==> src/rtl/pps_generator.sv <==
// Pulse-per-second generator: fires a registered PPS pulse whenever the
// phase-adjusted timestamp crosses a second boundary.
module pps_generator #(
    parameter int TIMESTAMP_WIDTH = 64,
    parameter int WIDTH_BITS      = 32
) (
    input  logic                       axi_aclk,
    input  logic                       axi_reset,
    input  logic [TIMESTAMP_WIDTH-1:0] stamp_counter,
    input  logic                       enable,
    input  logic [31:0]                phase_offset,
    input  logic [WIDTH_BITS-1:0]      pulse_width,
    output logic                       pps_tx,
    output logic                       pps_strobe,
    output logic [31:0]                pps_count,
    output logic [15:0]                resync_count
);

    localparam int TW = TIMESTAMP_WIDTH;

    typedef enum logic [1:0] {
        ST_IDLE,
        ST_PRIME,
        ST_WAIT,
        ST_PULSE
    } state_t;

    function automatic logic [WIDTH_BITS-1:0] load_width(input logic [WIDTH_BITS-1:0] pw);
        return (pw == '0) ? '0 : pw - WIDTH_BITS'(1);
    endfunction

    function automatic logic [15:0] sat_inc16(input logic [15:0] v);
        return (v == 16'hFFFF) ? v : v + 16'd1;
    endfunction

    // Only the seconds field of adj is needed downstream; the fraction
    // contributes solely through the borrow of the 64-bit subtraction.
    logic [31:0] adj_sec_d, adj_sec_q, adj_prev_sec_q;
    logic [31:0] delta;
    logic        edge_evt_d, edge_evt_q;
    logic        jump_evt_d, jump_evt_q;

    always_comb begin
        adj_sec_d  = stamp_counter[TW-1 -: 32]
                     - {31'd0, (stamp_counter[31:0] < phase_offset)};
        delta      = adj_sec_q - adj_prev_sec_q;
        edge_evt_d = (delta == 32'd1);
        jump_evt_d = (delta > 32'd1);
    end

    always_ff @(posedge axi_aclk or posedge axi_reset) begin
        if (axi_reset) begin
            adj_sec_q      <= '0;
            adj_prev_sec_q <= '0;
            edge_evt_q     <= 1'b0;
            jump_evt_q     <= 1'b0;
        end else begin
            adj_sec_q      <= adj_sec_d;
            adj_prev_sec_q <= adj_sec_q;
            edge_evt_q     <= edge_evt_d;
            jump_evt_q     <= jump_evt_d;
        end
    end

    state_t                  state_q;
    logic                    prime_cnt_q;
    logic [WIDTH_BITS-1:0]   timer_q;
    logic                    pps_tx_q, pps_strobe_q;
    logic [31:0]             pps_count_q;
    logic [15:0]             resync_count_q;

    // Enable low overrides everything, including a same-cycle edge event.
    always_ff @(posedge axi_aclk or posedge axi_reset) begin
        if (axi_reset) begin
            state_q        <= ST_IDLE;
            prime_cnt_q    <= 1'b0;
            timer_q        <= '0;
            pps_tx_q       <= 1'b0;
            pps_strobe_q   <= 1'b0;
            pps_count_q    <= '0;
            resync_count_q <= '0;
        end else begin
            pps_strobe_q <= 1'b0;
            if (!enable) begin
                state_q  <= ST_IDLE;
                pps_tx_q <= 1'b0;
            end else begin
                case (state_q)
                    ST_IDLE: begin
                        state_q     <= ST_PRIME;
                        prime_cnt_q <= 1'b0;
                    end
                    ST_PRIME: begin
                        if (prime_cnt_q) begin
                            state_q <= ST_WAIT;
                        end else begin
                            prime_cnt_q <= 1'b1;
                        end
                    end
                    ST_WAIT: begin
                        if (jump_evt_q) begin
                            resync_count_q <= sat_inc16(resync_count_q);
                            prime_cnt_q    <= 1'b0;
                            state_q        <= ST_PRIME;
                        end else if (edge_evt_q) begin
                            timer_q      <= load_width(pulse_width);
                            pps_tx_q     <= 1'b1;
                            pps_strobe_q <= 1'b1;
                            pps_count_q  <= pps_count_q + 32'd1;
                            state_q      <= ST_PULSE;
                        end
                    end
                    ST_PULSE: begin
                        if (jump_evt_q) begin
                            pps_tx_q       <= 1'b0;
                            resync_count_q <= sat_inc16(resync_count_q);
                            prime_cnt_q    <= 1'b0;
                            state_q        <= ST_PRIME;
                        end else if (edge_evt_q) begin
                            timer_q      <= load_width(pulse_width);
                            pps_strobe_q <= 1'b1;
                            pps_count_q  <= pps_count_q + 32'd1;
                        end else if (timer_q == '0) begin
                            pps_tx_q <= 1'b0;
                            state_q  <= ST_WAIT;
                        end else begin
                            timer_q <= timer_q - WIDTH_BITS'(1);
                        end
                    end
                    default: begin
                        state_q  <= ST_IDLE;
                        pps_tx_q <= 1'b0;
                    end
                endcase
            end
        end
    end

    assign pps_tx       = pps_tx_q;
    assign pps_strobe   = pps_strobe_q;
    assign pps_count    = pps_count_q;
    assign resync_count = resync_count_q;

endmodule

==> config.mk <==
export PLATFORM = sky130hd
export DESIGN_NAME = pps_generator
export DESIGN_NICKNAME = d
export VERILOG_FILES = /design/src/rtl/pps_generator.sv
export SDC_FILE = /design/constraint.sdc
export NUM_CORES = 1
export LEC_CHECK = 0
export CAP_MARGIN = 20
export CORE_MARGIN = 2
export CORE_UTILIZATION = 55
export DETAILED_ROUTE_END_ITERATION = 7
export DONT_BUFFER_PORTS = 1
export PLACE_DENSITY = 0.71
export SETUP_SLACK_MARGIN = 0.1
export SLEW_MARGIN = 5
export SYNTH_ARGS = -nofsm -noshare
export SYNTH_HDL_FRONTEND = slang
export SYNTH_SLANG_ARGS = --single-unit
==> constraint.sdc <==
create_clock -name axi_aclk -period 4.35 [get_ports axi_aclk]
set_input_delay 0.2175 -clock axi_aclk [delete_from_list [all_inputs] [get_ports axi_aclk]]
set_output_delay 0.2175 -clock axi_aclk [all_outputs]
set_load 0.02 [all_outputs]
After elaboration in Yosys (flattened, before gate mapping)
Index checks and enable logic that the tools add are counted.
{ "classes": {"muxes": 28, "n_reduce_logical": 11, "eq_ne": 17, "n_bitwise": 2, "n_lt_le_gt_ge": 2, "add_sub_neg": 6} }
{ "ops": {"columns": ["operator", "count"], "rows": [
  ["2-to-1 mux 32 bit", 6],
  ["zero test 32 bit", 2],
  ["case mux 32 bit (2 select lines)", 1],
  ["subtractor 32 x 1 -> 32 bit (second input constant)", 2],
  ["adder 32 x 1 -> 32 bit (second input constant)", 1],
  ["== test 32 x 1 -> 1 bit (second input constant)", 1],
  ["greater-than comparator 32 x 1 -> 1 bit (second input constant)", 1],
  ["< comparator 32 bit", 1],
  ["subtractor 32 x 1 -> 32 bit", 1],
  ["subtractor 32 bit", 1],
  ["adder 16 x 1 -> 16 bit (second input constant)", 1],
  ["== test 16 bit (second input constant)", 1],
  ["2-to-1 mux 2 bit", 7],
  ["!= test 3 bit (second input constant)", 4],
  ["!= test 4 bit (second input constant)", 3],
  ["AND reduction 4 bit", 3],
  ["2-to-1 mux 1 bit", 11],
  ["case mux 2 bit (4 select lines)", 1],
  ["!= test 2 bit (second input constant)", 3],
  ["AND reduction 6 bit", 1],
  ["AND reduction 5 bit", 1],
  ["== test 2 bit (second input constant)", 2],
  ["!= test 3 x 1 -> 1 bit (second input constant)", 1],
  ["case mux 1 bit (3 select lines)", 1],
  ["8 further kinds", 9]
]} }
{ "totals": {"regBits": 151, "output_inout_bits": 50, "wordCells": 77, "input_bits": 131} }

Longest topological paths before layout
{ "logic_depth": {"word_depth": 6, "depth_mapped": 20, "depth_no_buf": 19} }

Least setup slack after synthesis
No wires, ideal clock.
{ "synth_timing": {"path_kind": "in2reg", "from": "in phase_offset[1]", "to": "reg adj_sec_q[29]", "t_arrival_ns": 3.608, "slack_ns": 0.663, "cell_stages": 18, "n_path_buf": 1, "cell_sequence": "inv_1 -> ha_1 -> a21o_1 -> a21o_1 -> a21oi_1 -> o21ai_0 -> a221oi_1 -> o211ai_1 -> a221oi_1 -> ha_1 -> nand2_1 -> or4_1 -> clkbuf_1 -> or3_1 -> nor3_1 -> nand2_1 -> nor3_1 -> xor2_1"} }
{ "synth_between": {"elab_chain_cells": 2} }
{ "synth_rtl": {"columns": ["element", "line", "rtl"], "rows": [
  ["start, declared", "11", "input logic [31:0] phase_offset,"],
  ["< comparator 32 bit", "45", "- {31'd0, (stamp_counter[31:0] < phase_offset)};"],
  ["subtractor 32 x 1 -> 32 bit", "45", null],
  ["net adj_sec_d[29]", "38", "logic [31:0] adj_sec_d, adj_sec_q, adj_prev_sec_q;"],
  ["end signal, assigned", "58", "adj_sec_q <= adj_sec_d;"],
  ["end, declared", "38", null]
]} }
The timed path passes the listed nets, and every way through them passes these cells.
A chain may end at the register's enable or synchronous reset.

Worst setup path after layout
{ "layout_timing": {"from": "reg adj_sec_q[0]", "to": "reg jump_evt_q"} }
{ "layout_between": {"elab_chain_cells": 2} }
{ "layout_rtl": {"columns": ["element", "line", "rtl"], "rows": [
  ["subtractor 32 bit", "46", "delta = adj_sec_q - adj_prev_sec_q;"],
  ["greater-than comparator 32 x 1 -> 1 bit", "48", "jump_evt_d = (delta > 32'd1);"],
  ["net jump_evt_d", "41", "logic jump_evt_d, jump_evt_q;"],
  ["end signal, assigned", "61", "jump_evt_q <= jump_evt_d;"],
  ["end, declared", "41", null]
]} }
The timed path passes the listed nets, and every way through them passes these cells.

==> results list <==
- Status: finished, final reports clean
* Fraction of the yosys area taken by sequential cells: 36.9%
* Element type at the critical path end: flop
- Before antenna repair, the detailed router went through 5 iterations.
* Maximum number of pins on one net before global-route repair: 83
* Worst R2R Setup Slack: 0.40 ns
- Max Cap Viol: 0
- Summing all flip-flop and latch instances after layout gives 0.00378 mm^2.
- Along the worst path, the maximum fanout reaches 6.
- Synth Net Count: 1,341
* Period utilization: 90.8%
- Starting Density: 56.5%
- IR analysis of the VDD net gives a maximum drop of 0.270 mV.
- The design draws 3.70 mW.
- The core region is 0.0181 mm^2.
- Timing would allow up to 253 MHz.
- Total number of vias: 8,790
* Leakage power of the design: 5.24 nW
- GPL Wtd Cong: 0.969
- Synthesized netlist cell count: 1,141
* Worst min-delay path category: input port to flop
- Among the stages of the critical path, the cell type that occurs most often is inv_1.
- Subtracting the final worst setup slack from the clock period gives 3.95 ns.
- After detailed placement, the total cell area comes to 0.0105 mm^2.
- On the worst path, the slowest cell contributes a delay of 0.55 ns.
* Final HPWL from detailed placement: 19.2 mm
- Count of endpoints failing hold in the final timing report: 0
* Final WL: 26.0 mm
- The startpoint identified for the worst hold timing path is stamp_counter[32].
- Antenna Cells: 0
- Post-detailed-route count of antenna-violating nets: 0
- Area growth from synthesis to layout: 12.8%
- Setup slack at placement: 0.133 ns
* Worst Path Class, Setup: flop to flop
* Total grt overflow: 0
- The most used flip-flop cell after synthesis is dfrtp_1.
* Data required time of the worst path: 4.64 ns
- Reg-to-Reg Start: adj_sec_q[0]
* Max Buffers Root-to-Sink: 2
- The critical path goes through inv_1 > ha_1 > inv_1 > fa_1 > a21oi_1 > o221ai_4 > a32oi_1 > o21ai_1 > and4b_1 > a2111oi_0 > o2111ai_1 > or4_1.
* Fraction of registers with async set or reset after synthesis: 100%
- Wire length of the first global-routing pass: 42.2 mm
* Slew margin rel.: 50.0%
* Worst Hold Margin: 0.0235 ns
- The critical path starts at adj_sec_q[0].
- Routed wirelength normalized by instance count: 18.3 um
- Die Ht: 141 um
* Post-route cell area: 0.0116 mm^2
- Setup TNS: 0 ns
- In this run the clock root is driven by a clkbuf_16.
- Total clock buffers created by CTS: 17
- The synthesized design contains 0 enable-type register cells.
* Synthesized cell area: 0.0103 mm^2
- # fillers: 1,519
- In this run the power density over the cells is 320 mW/mm^2.
- Measured slew at the worst slew-check pin: 0.748 ns
* Number of levels the H-tree was split into: 4
- Category of the worst setup path launch point: flop
- Area occupied by multi-input gates: 0.00599 mm^2
- Yosys reg bits: 151
- Number of global-route vias before repair: 8,547
- The floorplan step defined a die boundary enclosing 0.0197 mm^2.
* Maximum clock skew at final layout: 0.00844 ns
* Clock latency of the later-clocked register in the worst-skew pair: 0.43 ns
* Total global routing track utilization: 26.5%
- In this run the count of I/O pins placed on the die edge is 181.
- Cell with the largest stage delay on the worst path: a2111oi_0
* TritonCTS clock tree: yes
* Final setup margin: 0.399 ns
- The number of antenna violations at the first check in global routing was 0.
- Total count of max-transition violations in the final report: 0
* Net count, final: 1,380
* Synth Warn #: 0
- Count of unresolved DRC violations after routing: 0
- In this run, the number of DRC markers left after iteration 0 of detailed routing was 654.
- Number of vias per cell: 6.18
* Number of buffers added on ports: 0
- Clock transition time at the flip-flop clock pins of the worst setup and hold paths: 0.07 ns
- Floorplan die width: 141 um
* Share of cells above drive strength 1: 7.29%
- Mean post-synth cell area: 8.99 um^2
- Sink Count: 151
- Cell row count: 49
* Final setup fails: 0
* Count of cell types in the netlist: 84
- Worst path arrival time: 4.24 ns
- Unrepaired setup endpoints after global routing: false
-- worst paths after layout --
path,endpoint,cells past startpoint
setup / recovery,jump_evt_q,12
hold / removal,adj_sec_q[0],3
setup reg to reg,jump_evt_q,12
hold reg to reg,adj_prev_sec_q[0],0
max in group asynchronous,timer_q[16],3
min in group asynchronous,pps_count[18],2
-- layout by cell type, fill, tap and decap left out, types with 7 or more instances in the layout --
cell type / instances
nor3_1: 46
nor2b_1: 14
or2_2: 7
o22ai_1: 9
nor4_1: 20
a22o_1: 14
nor3b_1: 7
a211oi_1: 7
buf_4: 10
xnor2_1: 60
or3_1: 18
nand2b_1: 10
and2_1: 8
a21o_1: 14
nand2_1: 91
dfrtp_1: 151
o21a_1: 7
o211ai_1: 7
ha_1: 68
dlygate4sd3_1: 45
and3_1: 13
inv_1: 84
or4_1: 11
nand3b_1: 7
o21ai_0: 67
o32ai_1: 8
a31oi_1: 7
clkbuf_16: 17
nand3_1: 30
nand4_1: 26
nor2_1: 84
a21oi_1: 54
xor2_1: 51
-- flip-flops by register name (all words and copies together) (netlist names) --
signal,flops
adj_prev_sec_q,32
adj_sec_q,32
pps_count,32
timer_q,32
resync_count,16
state_q,2
edge_evt_q,1
jump_evt_q,1
pps_strobe,1
pps_tx,1
prime_cnt_q,1
-- cells in the mapped netlist, types with 12 or more instances --
library cell,count,area [um^2]
ha_1,68,851
o21ai_0,67,335
inv_1,85,319
clkbuf_1,20,75.1
and3_1,13,81.3
xor2_1,51,447
a21o_1,14,105
nand4_1,26,163
nor3_1,47,235
buf_2,12,60.1
nor2b_1,14,87.6
dfrtp_1,151,3780
nand2_1,91,342
xnor2_1,60,526
a21oi_1,54,270
nand3_1,30,150
or3_1,18,113
nor4_1,20,125
nor2_1,85,319
a22o_1,14,123
-- layer usage --
metal / wire length (um) / share of wire, % / GRT usage (%) / vias up
met2: 12800 / 49 / 44.3 / 331
li1: - / - / - / 4231
met3: 1490 / 5.7 / 5.23 / 63
met5: 0 / 0 / 0 / -
met4: 773 / 3.0 / 10.3 / 0
met1: 10900 / 42 / 34.1 / 4165
-- power breakdown --
| group | internal [mW] | total, mW | switching (mW) |
|---|---|---|---|
| clock network | 0.835 | 1.52 | 0.690 |
| logic | 0.277 | 0.661 | 0.384 |
| registers | 1.46 | 1.51 | 0.0553 |
| total | 2.57 | 3.70 | 1.13 |
-- repair_timing --
| action | 4_1_cts | 5_1_grt |
|---|---|---|
| resized for setup | 0 | 3 |
| endpoints found under the setup margin | 0 | 6 |
| hold endpoints to repair | 55 | 1 |
| hold buffers | 44 | 1 |
| setup buffers | 0 | 0 |
-- stage by stage --
stage	cells	util (%)
global placement	1345	57.6
CTS	1421	63.5
finish	1422	63.7
global route	1422	63.7
detailed placement	1345	57.6
floorplan	1141	-
-- kinds of logic (layout without fill, tap and decap cells) --
kind of cell | count (synthesis) | count (layout) | share of synthesized area, %
AOI/OAI and AO/OA | 265 | 265 | 18.2
xor gates and xnor gates | 111 | 111 | 9.48
adders and majority gates | 69 | 69 | 8.49
buffers and inverters | 122 | 174 | 4.91
DFF | 151 | 151 | 36.9
muxes | 6 | 6 | 0.635
and+or+nand+nor | 417 | 417 | 21.5
-- critical path, delay by kind of cell, from the launching register on --
kind / cells / cell delay (ns)
simple gates: 2 / 0.79
flops: 1 / 0.37
compound gates: 6 / 1.94
buf+inv: 2 / 0.12
fa+ha+maj: 2 / 0.59
-- cell type report --
class                      instances  share of cell area [%]
timing repair buffer              56                    4.72
inverter                          86                    2.82
tap                              229                    2.48
clock inverter                    15                    1.79
clock buffer                      17                    3.68
multi-input combinational        868                    51.8
sequential                       151                    32.7
(Power assumes the default switching activity.)
